<file path="config.mk">
export PLATFORM = sky130hd
export DESIGN_NAME = mdu_iter_flat
export DESIGN_NICKNAME = d
export VERILOG_FILES = /design/src/rtl/mdu_iter_pkg.sv /design/src/rtl/mdu_iter_if.sv /design/src/rtl/mdu_divstep.sv /design/src/rtl/mdu_iter.sv /design/src/flat_wrapper.sv
export SDC_FILE = /design/constraint.sdc
export NUM_CORES = 1
export LEC_CHECK = 0
export CAP_MARGIN = 20
export CORE_MARGIN = 2
export CORE_UTILIZATION = 50
export DETAILED_ROUTE_END_ITERATION = 10
export PLACE_DENSITY = 0.69
export RECOVER_POWER = 50
export SYNTH_ARGS = -nofsm -noshare
export SYNTH_HDL_FRONTEND = slang
export SYNTH_SLANG_ARGS = --single-unit
</file>
<file path="constraint.sdc">
create_clock -name clk_in -period 11.5 [get_ports clk_in]
set_input_delay 2.3 -clock clk_in [delete_from_list [all_inputs] [get_ports clk_in]]
set_output_delay 2.3 -clock clk_in [all_outputs]
set_load 0.01 [all_outputs]
</file>
<file path="src/rtl/mdu_iter_pkg.sv">
// rtl/mdu_iter_pkg.sv - RV32M opcodes, FSM states and operand-signedness helpers for mdu_iter
package mdu_iter_pkg;

    localparam logic [2:0] FUNCT3_MUL    = 3'd0;
    localparam logic [2:0] FUNCT3_MULH   = 3'd1;
    localparam logic [2:0] FUNCT3_MULHSU = 3'd2;
    localparam logic [2:0] FUNCT3_MULHU  = 3'd3;
    localparam logic [2:0] FUNCT3_DIV    = 3'd4;
    localparam logic [2:0] FUNCT3_DIVU   = 3'd5;
    localparam logic [2:0] FUNCT3_REM    = 3'd6;
    localparam logic [2:0] FUNCT3_REMU   = 3'd7;

    localparam logic [6:0] FUNCT7_MULDIV = 7'b0000001;

    typedef enum logic [1:0] {
        MDU_IDLE = 2'd0,
        MDU_CALC = 2'd1,
        MDU_DONE = 2'd2
    } mdu_state_e;

    // MUL only keeps the low half, which is identical for either signedness
    function automatic logic rs1_signed(input logic [2:0] f);
        return (f == FUNCT3_MUL) || (f == FUNCT3_MULH) || (f == FUNCT3_MULHSU) ||
               (f == FUNCT3_DIV) || (f == FUNCT3_REM);
    endfunction

    function automatic logic rs2_signed(input logic [2:0] f);
        return (f == FUNCT3_MUL) || (f == FUNCT3_MULH) ||
               (f == FUNCT3_DIV) || (f == FUNCT3_REM);
    endfunction

endpackage

</file>
<file path="src/rtl/mdu_iter_if.sv">
// rtl/mdu_iter_if.sv - request/result handshake bundle between the execute stage and mdu_iter
interface mdu_iter_if #(parameter int XLEN = 32);

    logic            mdu_flush_in;
    logic            mdu_valid_in;
    logic            mdu_ready_out;
    logic [2:0]      mdu_funct3_in;
    logic [XLEN-1:0] mdu_arg1_in;
    logic [XLEN-1:0] mdu_arg2_in;
    logic            mdu_valid_out;
    logic            mdu_ready_in;
    logic [XLEN-1:0] mdu_arg_out;
    logic            mdu_busy_out;

    modport master (
        output mdu_flush_in, mdu_valid_in, mdu_funct3_in, mdu_arg1_in, mdu_arg2_in, mdu_ready_in,
        input  mdu_ready_out, mdu_valid_out, mdu_arg_out, mdu_busy_out
    );

    modport slave (
        input  mdu_flush_in, mdu_valid_in, mdu_funct3_in, mdu_arg1_in, mdu_arg2_in, mdu_ready_in,
        output mdu_ready_out, mdu_valid_out, mdu_arg_out, mdu_busy_out
    );

endinterface

</file>
<file path="src/rtl/mdu_divstep.sv">
// rtl/mdu_divstep.sv - one combinational restoring-division step
module mdu_divstep #(
    parameter int XLEN = 32
) (
    input  logic [XLEN-1:0] rem,
    input  logic            dbit,
    input  logic [XLEN-1:0] divisor,
    output logic [XLEN-1:0] rem_next,
    output logic            q_bit
);

    logic [XLEN:0] shifted;
    logic [XLEN:0] diff;

    // rem < divisor on entry, so the restored value always fits back in XLEN bits
    always_comb begin
        shifted  = {rem, dbit};
        diff     = shifted - {1'b0, divisor};
        q_bit    = (shifted >= {1'b0, divisor});
        rem_next = q_bit ? diff[XLEN-1:0] : shifted[XLEN-1:0];
    end

endmodule

</file>
<file path="src/rtl/mdu_iter.sv">
// rtl/mdu_iter.sv - iterative RV32M multiply/divide unit; optional MDU_FAST_MUL_EN single-cycle multiply
module mdu_iter
    import mdu_iter_pkg::*;
#(
    parameter int XLEN = 32
) (
    input  logic       clk_in,
    input  logic       rst_in,
    mdu_iter_if.slave  mdu
);

    localparam int CW = $clog2(XLEN);
    localparam logic [XLEN-1:0] INT_MIN = {1'b1, {(XLEN-1){1'b0}}};

    mdu_state_e        state;
    logic [2:0]        op;
    logic              neg_res;
    logic [CW-1:0]     count;
    logic [2*XLEN-1:0] acc;
    logic [XLEN-1:0]   operand;
    logic [XLEN-1:0]   arg_res;
    logic              ready_r;
    logic              valid_r;
    logic              busy_r;

    logic              s1, s2, a_neg, b_neg, is_div, div_zero, div_ovf, fast_mul;
    logic [XLEN-1:0]   a_mag, b_mag, early_res, fast_res;

    always_comb begin
        s1       = rs1_signed(mdu.mdu_funct3_in);
        s2       = rs2_signed(mdu.mdu_funct3_in);
        a_neg    = s1 & mdu.mdu_arg1_in[XLEN-1];
        b_neg    = s2 & mdu.mdu_arg2_in[XLEN-1];
        a_mag    = a_neg ? -mdu.mdu_arg1_in : mdu.mdu_arg1_in;
        b_mag    = b_neg ? -mdu.mdu_arg2_in : mdu.mdu_arg2_in;
        is_div   = mdu.mdu_funct3_in[2];
        div_zero = is_div && (mdu.mdu_arg2_in == '0);
        div_ovf  = is_div && s2 && (mdu.mdu_arg1_in == INT_MIN) && (mdu.mdu_arg2_in == '1);
    end

`ifdef MDU_FAST_MUL_EN
    logic signed [XLEN:0]     fast_a, fast_b;
    logic signed [2*XLEN+1:0] fast_prod;

    always_comb begin
        fast_a    = {s1 & mdu.mdu_arg1_in[XLEN-1], mdu.mdu_arg1_in};
        fast_b    = {s2 & mdu.mdu_arg2_in[XLEN-1], mdu.mdu_arg2_in};
        fast_prod = fast_a * fast_b;
        fast_mul  = !is_div;
        fast_res  = (mdu.mdu_funct3_in == FUNCT3_MUL) ? fast_prod[XLEN-1:0]
                                                       : fast_prod[2*XLEN-1:XLEN];
    end
`else
    always_comb begin
        fast_mul = 1'b0;
        fast_res = '0;
    end
`endif

    // results that skip CALC: REM/REMU have funct3[1] set
    always_comb begin
        early_res = fast_res;
        if (div_zero)
            early_res = mdu.mdu_funct3_in[1] ? mdu.mdu_arg1_in : '1;
        else if (div_ovf)
            early_res = mdu.mdu_funct3_in[1] ? '0 : mdu.mdu_arg1_in;
    end

    logic [XLEN:0]     mul_sum;
    logic [XLEN-1:0]   rem_next;
    logic              q_bit;
    logic [2*XLEN-1:0] acc_next;
    logic [2*XLEN-1:0] prod_fix;
    logic [XLEN-1:0]   calc_res;

    mdu_divstep #(.XLEN(XLEN)) u_divstep (
        .rem      (acc[2*XLEN-1:XLEN]),
        .dbit     (acc[XLEN-1]),
        .divisor  (operand),
        .rem_next (rem_next),
        .q_bit    (q_bit)
    );

    // acc holds {partial product, multiplier} or {remainder, dividend/quotient}
    always_comb begin
        mul_sum  = {1'b0, acc[2*XLEN-1:XLEN]} + (acc[0] ? {1'b0, operand} : '0);
        acc_next = op[2] ? {rem_next, acc[XLEN-2:0], q_bit}
                         : {mul_sum, acc[XLEN-1:1]};
        prod_fix = neg_res ? -acc_next : acc_next;
        if (op == FUNCT3_MUL)
            calc_res = prod_fix[XLEN-1:0];
        else if (!op[2])
            calc_res = prod_fix[2*XLEN-1:XLEN];
        else if (op[1])
            calc_res = neg_res ? -acc_next[2*XLEN-1:XLEN] : acc_next[2*XLEN-1:XLEN];
        else
            calc_res = neg_res ? -acc_next[XLEN-1:0] : acc_next[XLEN-1:0];
    end

    always_ff @(posedge clk_in) begin
        if (rst_in) begin
            state   <= MDU_IDLE;
            op      <= '0;
            neg_res <= 1'b0;
            count   <= '0;
            acc     <= '0;
            operand <= '0;
            arg_res <= '0;
            ready_r <= 1'b0;
            valid_r <= 1'b0;
            busy_r  <= 1'b0;
        end else if (mdu.mdu_flush_in) begin
            state   <= MDU_IDLE;
            ready_r <= 1'b1;
            valid_r <= 1'b0;
            busy_r  <= 1'b0;
        end else begin
            case (state)
                MDU_IDLE: begin
                    ready_r <= 1'b1;
                    if (mdu.mdu_valid_in && ready_r) begin
                        op      <= mdu.mdu_funct3_in;
                        neg_res <= (is_div && mdu.mdu_funct3_in[1]) ? a_neg : (a_neg ^ b_neg);
                        count   <= CW'(XLEN - 1);
                        acc     <= {{XLEN{1'b0}}, (is_div ? a_mag : b_mag)};
                        operand <= is_div ? b_mag : a_mag;
                        ready_r <= 1'b0;
                        busy_r  <= 1'b1;
                        if (div_zero || div_ovf || fast_mul) begin
                            arg_res <= early_res;
                            valid_r <= 1'b1;
                            state   <= MDU_DONE;
                        end else begin
                            state   <= MDU_CALC;
                        end
                    end
                end
                MDU_CALC: begin
                    acc   <= acc_next;
                    count <= count - 1'b1;
                    if (count == '0) begin
                        arg_res <= calc_res;
                        valid_r <= 1'b1;
                        state   <= MDU_DONE;
                    end
                end
                MDU_DONE: begin
                    if (mdu.mdu_ready_in) begin
                        state   <= MDU_IDLE;
                        valid_r <= 1'b0;
                        busy_r  <= 1'b0;
                        ready_r <= 1'b1;
                    end
                end
                default: state <= MDU_IDLE;
            endcase
        end
    end

    assign mdu.mdu_ready_out = ready_r;
    assign mdu.mdu_valid_out = valid_r;
    assign mdu.mdu_arg_out   = arg_res;
    assign mdu.mdu_busy_out  = busy_r;

endmodule

</file>
<file path="src/flat_wrapper.sv">
// flat-port wrapper written by rule: the top's interface ports become plain ports
module mdu_iter_flat import mdu_iter_pkg::*;
#(
    parameter int XLEN = 32
)
  (clk_in, rst_in, mdu_mdu_flush_in, mdu_mdu_valid_in, mdu_mdu_funct3_in, mdu_mdu_arg1_in, mdu_mdu_arg2_in, mdu_mdu_ready_in, mdu_mdu_ready_out, mdu_mdu_valid_out, mdu_mdu_arg_out, mdu_mdu_busy_out);
  mdu_iter_if #(.XLEN(XLEN)) mdu_i ();
  input  logic clk_in;
  input  logic rst_in;
  input wire logic [$bits(mdu_i.mdu_flush_in)-1:0] mdu_mdu_flush_in;
  input wire logic [$bits(mdu_i.mdu_valid_in)-1:0] mdu_mdu_valid_in;
  input wire logic [$bits(mdu_i.mdu_funct3_in)-1:0] mdu_mdu_funct3_in;
  input wire logic [$bits(mdu_i.mdu_arg1_in)-1:0] mdu_mdu_arg1_in;
  input wire logic [$bits(mdu_i.mdu_arg2_in)-1:0] mdu_mdu_arg2_in;
  input wire logic [$bits(mdu_i.mdu_ready_in)-1:0] mdu_mdu_ready_in;
  output wire logic [$bits(mdu_i.mdu_ready_out)-1:0] mdu_mdu_ready_out;
  output wire logic [$bits(mdu_i.mdu_valid_out)-1:0] mdu_mdu_valid_out;
  output wire logic [$bits(mdu_i.mdu_arg_out)-1:0] mdu_mdu_arg_out;
  output wire logic [$bits(mdu_i.mdu_busy_out)-1:0] mdu_mdu_busy_out;
  assign mdu_i.mdu_flush_in = mdu_mdu_flush_in;
  assign mdu_i.mdu_valid_in = mdu_mdu_valid_in;
  assign mdu_i.mdu_funct3_in = mdu_mdu_funct3_in;
  assign mdu_i.mdu_arg1_in = mdu_mdu_arg1_in;
  assign mdu_i.mdu_arg2_in = mdu_mdu_arg2_in;
  assign mdu_i.mdu_ready_in = mdu_mdu_ready_in;
  assign mdu_mdu_ready_out = mdu_i.mdu_ready_out;
  assign mdu_mdu_valid_out = mdu_i.mdu_valid_out;
  assign mdu_mdu_arg_out = mdu_i.mdu_arg_out;
  assign mdu_mdu_busy_out = mdu_i.mdu_busy_out;
  mdu_iter #(.XLEN(XLEN)) u_core (.clk_in(clk_in), .rst_in(rst_in), .mdu(mdu_i));
endmodule
</file>
==> summary.txt, run 1 <==
Pwr
  • Clock power share: 0.326
  • P per Cell Area: about 98 nW/um^2
  • Static leakage: ~6.8 nW
  • Internal: around 1.0 mW
  • Total power: roughly 1.8 mW
  • Sequential cell fraction of total power: 0.298
  • IR drop worst, VDD: around 77 uV
  • Sw Pwr: 0.748 mW
  • Combinational fraction of design power: 0.376
  • Switch share: 0.417

Floorplan
  • Die Area: roughly 34000 sq um
  • Initial Util: 0.507
  • Die extent in x: roughly 190 um
  • Core footprint: roughly 33000 sq um
  • Cell Rows: 66
  • Die height: ~190 um
  • Boundary pin count: around 110

Synth
  • Post-Syn Area: 16500 sq um
  • Top_reg_cell synth: dfxtp_1
  • Syn avg cell area: between 6 and 7 sq um
  • Cells after Synth: 2406
  • Seq/Total Area, Yosys: 0.172
  • Top cell type's share of synthesized area: 0.172
  • Largest cells by area after synthesis: dfxtp_1 17%, nor2_1 6.9%, a21oi_1 6.6%
  • Post-synth EDFFs: 0
  • Mux contribution to synthesized area: 0.0308
  • YS warnings: 0
  • Largest family of logic cells by synthesized area: compound AO/OA/AOI/OAI gates
  • Top-count cell post-synth: nor2_1
  • Synth Area in Compound Gates: 0.323
  • Post-Synth Adder-Cell Area: 0.0563
  • Async SR Flop Fraction: 0
  • Post-Synth Simple-Gate Area: 0.275
  • Syn Nets: ~2600
  • Netlist cell types: around 110
  • Commonest cells post-synth: 304 x nor2_1, 251 x nand2_1, 218 x a21oi_1, 161 x o21ai_0, 142 x dfxtp_1
  • #FFs+latches synth: 142
  • Xor and xnor area share after synthesis: 0.0824
  • Leading area contributor after synthesis: dfxtp_1

Detailed routing
  • Total wire length: slightly above 70000 um
  • Vias per cell: around 6.7
  • Drt drc: 0
  • Via count: roughly 19000
  • Drt wl/cell: about 25 um
  • Number of routed nets with antenna violations: 0
  • TritonRoute pass-1 iters: 6
  • Routed wl met3: 6750 um
  • Initial drt markers: roughly 2500
  • Top sig layer: met5
  • Routed wl met2: roughly 32000 um
  • DRT met1 WL: about 28000 um

Global routing
  • Largest net degree at the start of global routing: 87
  • First-pass GRT wire length: approximately 110000 um
  • Overflow left after global routing: 0
  • Antenna violations before repair: 2
  • Total GRT Usage: 0.411
  • Vias in the first global route: roughly 18000

STA
  • Fmax: around 130 MHz
  • Slew at the pin with the worst max-slew slack: 4.10 ns
  • Max Slew Vio Count: 148
  • Final period utilization: 0.680
  • Hold Vio Cnt, Final: 0
  • Slew headroom: -1.74
  • Final TNS setup: 0 ns
  • Time the worst path needs with I/O delays and setup: just under 8 ns
  • Final setup fails: 0
  • Clock Skews: ~0.0093 ns
  • RSZ-0062 raised after global routing: no

Clock network
  • Clock Latency Late Sink: 0.45 ns
  • CTS Buf Count: 17
  • Clock root cell: clkbuf_16
  • Postcts setup bufs: 0
  • Worst-path clk slew: roughly 0.07 ns
  • CTS H-tree depth: 4
  • Max clock buf depth: 2
  • CTS Hold Bufs: 0
  • TritonCTS sink count: about 140
  • Post-CTS resize count: 0
  • CTS tree: done

Setup path
  • Kind of end point of the critical path: register
  • Critical Path RT: 11.84 ns
  • Crit Path Class: in2reg
  • Worst Path Arrival: approximately 8.2 ns
  • Crit start category: input port
  • Worst Reg-to-Reg Cells: 20
  • R2R Setup Slk: around 5.1 ns
  • Crit path max fanout: 86

Placement
  • I/O Buffers: around 110
  • Dpl cell area: 17600 sq um
  • Dpl cells: 2814
  • Final GP Congestion: around 1.1
  • Final HPWL DP: 55600 um

Cells and area
  • Share of layout cells above drive strength 1: 0.0611
  • Final #Nets: between 2000 and 3000
  • Non-filler cells, final: between 2000 and 3000
  • Fin area: 18200 sq um
  • Register area: 2850 sq um
  • Multi-input gate area: ~13000 sq um
  • Layout area overhead: 10.7%
  • Finished Core Util: 0.561
  • Fillers: 3262

Run
  • Number of max-cap violations: 2

Min path
  • Worst hold path depth: 2
  • Worst min path class: reg2reg

Status
  • Failing checks: max-capacitance violations, max-slew violations
  • Outcome: finished, violations left
[through the flow]
stage / hold slack [ns] / setup slack, ns
after floorplan: 0.440 / 5.94
after global placement: 0.463 / 4.66
after detailed placement: 0.476 / 4.66
after CTS: 0.484 / 5.12
after global routing: 0.502 / 3.33
final: 0.491 / 3.68
[cells by family (layout without fill, tap and decap cells)]
logic type,count (synthesis),after routing
AOI/OAI and AO/OA,800,800
and+or+nand+nor,942,942
xor gates and xnor gates,155,155
adders and majority gates,73,73
muxes,50,50
DFF,142,142
other,0,1
buffers and inverters,244,243
[power groups by stage]
stage | Clock (mW) | Combinational, mW | Sequential [mW]
2_1_floorplan | 0 | 0.430 | 0.532
3_3_place_gp | 0 | 0.645 | 0.543
3_5_place_dp | 0 | 0.648 | 0.544
4_1_cts | 0.583 | 0.652 | 0.532
5_1_grt | 0.599 | 0.710 | 0.535
6_report | 0.585 | 0.674 | 0.534
[path summary, 6_finish.rpt]
| check | from | endpoint |
|---|---|---|
| worst min register to register | u_core.operand[19] | u_core.operand[19] |
| worst max-delay path | rst_in | u_core.mdu.mdu_arg_out[8] |
| worst max register to register | u_core.operand[26] | u_core.mdu.mdu_arg_out[14] |
| worst min-delay path | u_core.operand[19] | u_core.operand[19] |
[sequential cells by signal, indices dropped and copies added, names as in the netlist]
name	cells
u_core.mdu.mdu_valid_out	1
u_core.count	5
u_core.mdu.mdu_arg_out	32
u_core.neg_res	1
u_core.state	2
u_core.mdu.mdu_busy_out	1
u_core.acc	64
u_core.op	3
u_core.operand	32
u_core.mdu.mdu_ready_out	1
[worst max-delay path: stages]
cell      delay, ns
clkbuf_1       2.84
clkbuf_1       2.17
nor3_1         0.30
o311ai_1       0.22
a31oi_1        0.08
o211ai_1       0.11
nand2_1        0.06
[cells in the final DEF (no fill, tap or decap), types with 42 or more instances in the layout]
cell type,synthesis,final
nor2_1,304,303
nand2_1,251,251
a21oi_1,218,218
o21ai_0,161,161
dfxtp_1,142,140
nor3_1,84,82
xnor2_1,80,80
xor2_1,75,75
o211ai_1,72,72
ha_1,71,71
inv_1,70,70
clkdlybuf4s50_1,0,69
a211oi_1,47,47
and2_1,46,46
mux2i_1,44,44
nand3_1,42,42
[routing by layer]
metal | vias to the layer above | global-route usage
li1 | 8807 | -
met1 | 9092 | 0.524
met2 | 1045 | 0.655
met3 | 230 | 0.0689
met4 | 2 | 0.243
met5 | - | 0
[final cells by class]
type                            count  area share
Antenna cell                        1    0.000137
Clock buffer                       18      0.0247
Clock inverter                     14     0.00789
Inverter                           72      0.0150
Multi-Input combinational cell   2020       0.695
Sequential cell                   142       0.156
Tap cell                          442      0.0303
Timing Repair Buffer              139      0.0709
Note: power is estimated with default switching activity, not from simulation.
==> inputs of run 2 (changes only) <==
==> constraint.sdc (replaced) <==
create_clock -name clk_in -period 7.9 [get_ports clk_in]
set_input_delay 1.58 -clock clk_in [delete_from_list [all_inputs] [get_ports clk_in]]
set_output_delay 1.58 -clock clk_in [all_outputs]
set_load 0.01 [all_outputs]
==> run 2 against run 1 <==
The flow still finishes with violations (max-capacitance violations, max-slew violations). Final cell count increased by 0.11%. Clock-buffer cell count unchanged. Core utilization about the same.
==> summary.txt, run 2 (same netlist as run 1, synthesis figures left out) <==
STA
  • Fmax: roughly 150 MHz
  • Post-route setup slack: 1.03 ns
  • Slew at the pin with the worst max-slew slack: 3.16 ns
  • Time the worst path needs with I/O delays and setup: slightly below 7 ns
  • Final period utilization: 0.870
  • Max Slew Vio Count: ~150
  • Slew headroom: -1.10
  • Fin Hold WS: 0.468 ns
  • Hold Vio Cnt, Final: 0
  • Final setup fails: 0
  • Final TNS setup: 0 ns
  • Clock Skews: between 0.01 and 0.015 ns
  • RSZ-0062 raised after global routing: no

Floorplan
  • Die height: between 150 and 200 um
  • Die Area: around 34000 sq um
  • Die extent in x: roughly 190 um
  • Initial Util: 0.507
  • Boundary pin count: roughly 110
  • Core footprint: 32500 sq um
  • Cell Rows: 66

Pwr
  • P per Cell Area: ~140 nW/um^2
  • IR drop worst, VDD: between 150 and 200 uV
  • Static leakage: about 6.8 nW

Detailed routing
  • Via count: 19200
  • Drt wl/cell: between 20 and 30 um
  • Initial drt markers: roughly 2500
  • TritonRoute pass-1 iters: 8
  • Number of routed nets with antenna violations: 0
  • Total wire length: roughly 72000 um
  • Vias per cell: approximately 6.7
  • Drt drc: 0

Clock network
  • CTS tree: done
  • CTS Buf Count: 17
  • TritonCTS sink count: between 100 and 150
  • Post-CTS resize count: 0
  • CTS Hold Bufs: 0
  • Clock Latency Late Sink: 0.45 ns
  • CTS H-tree depth: 4
  • Clock root cell: clkbuf_16
  • Max clock buf depth: 2
  • Worst-path clk slew: around 0.07 ns
  • Postcts setup bufs: 0

Status
  • Failing checks: max-capacitance violations, max-slew violations
  • Outcome: finished, violations left

Setup path
  • Crit path from: u_core.acc[0]
  • Worst Path Arrival: just over 7 ns
  • Origin of the critical flop-to-flop path: u_core.acc[0]
  • Crit start category: register
  • Crit Path Class: reg2reg
  • Critical Path RT: about 8.2 ns
  • Kind of end point of the critical path: register
  • Crit path max fanout: 27

Cells and area
  • Biggest register: u_core.acc
  • Layout area overhead: 10.6%
  • Finished Core Util: 0.560
  • Share of layout cells above drive strength 1: 0.0594
  • Commonest non-fill, non-tap cell in the layout: nor2_1
  • Most frequent cells in the layout: 304 x nor2_1, 251 x nand2_1, 219 x a21oi_1
  • Ant. Diodes: 0
  • Final #Nets: approximately 2500
  • Max reg flops: 64

Placement
  • Place WS: between 1.5 and 2 ns
  • Final GP Congestion: roughly 1.0
  • I/O Buffers: roughly 110
  • Final HPWL DP: between 50000 and 60000 um

Global routing
  • Vias in the first global route: about 17000
  • Overflow left after global routing: 0
  • First-pass GRT wire length: roughly 110000 um
  • Total GRT Usage: 0.410
  • Antenna violations before repair: 2
  • Largest net degree at the start of global routing: 81

Min path
  • Hold_sp: u_core.operand[20]
  • Worst min path class: reg2reg

Run
  • Number of max-cap violations: 2
## run 2: cell types whose count changed in the layout (fill, tap and decap cells not counted), sizes merged
cell,delta
inv,+1
bufinv,-1
clkbuf,+3
buf,+1
diode,-1
clkinvlp,+1
clkinv,-1
## run 2: final timing paths
path / slack (ns) / cells past startpoint / endpoint
worst max-delay path: 1.03 / 17 / u_core.mdu.mdu_arg_out[25]
worst min-delay path: 0.47 / 2 / u_core.operand[20]
worst max register to register: 1.03 / 17 / u_core.mdu.mdu_arg_out[25]
worst min register to register: 0.47 / 2 / u_core.operand[20]
## run 2: area by class of cell
class	instances	area (sq um)
Tap cell	442	553
Fill cell	3305	14300
Inverter	72	273
Clock buffer	18	450
Multi-Input combinational cell	2020	12700
Sequential cell	142	2850
Clock inverter	14	141
Timing Repair Buffer	143	1310
## run 2: power breakdown
group	total, mW	internal [mW]	switching (mW)
sequential	0.774	0.740	0.0337
clock	0.839	0.439	0.400
combinational	0.987	0.314	0.673
total	2.60	1.49	1.11
## run 2: per-layer routing
layer  global-route usage  share of wire
met2                0.644           0.44
met1                0.507           0.39
met5                    0        0.00025
met4                0.272          0.075
met3               0.0843          0.094
## run 2: critical path, stage by stage (launching register included)
cell and delay [ns]:
dfxtp_1 0.55, clkbuf_1 0.96, and2_0 0.25, ha_1 0.30
and4_1 0.27, and3_1 0.18, a21boi_0 1.05, o21ai_0 0.26
o211ai_1 0.25, xor2_1 0.18, a2bb2oi_1 0.17, buf_4 0.18
or4_1 0.68, nor4_1 0.47, and4_1 0.26, nor2_1 0.05
o221ai_1 0.50, a31oi_1 0.16
## run 2: stage by stage
step	instances	area [sq um]	power, mW
2_1_floorplan	2406	16500	1.40
3_5_place_dp	2819	17700	1.74
3_3_place_gp	2819	17700	1.73
5_1_grt	2851	18200	2.68
4_1_cts	2851	18300	2.57
6_report	2851	18200	2.60
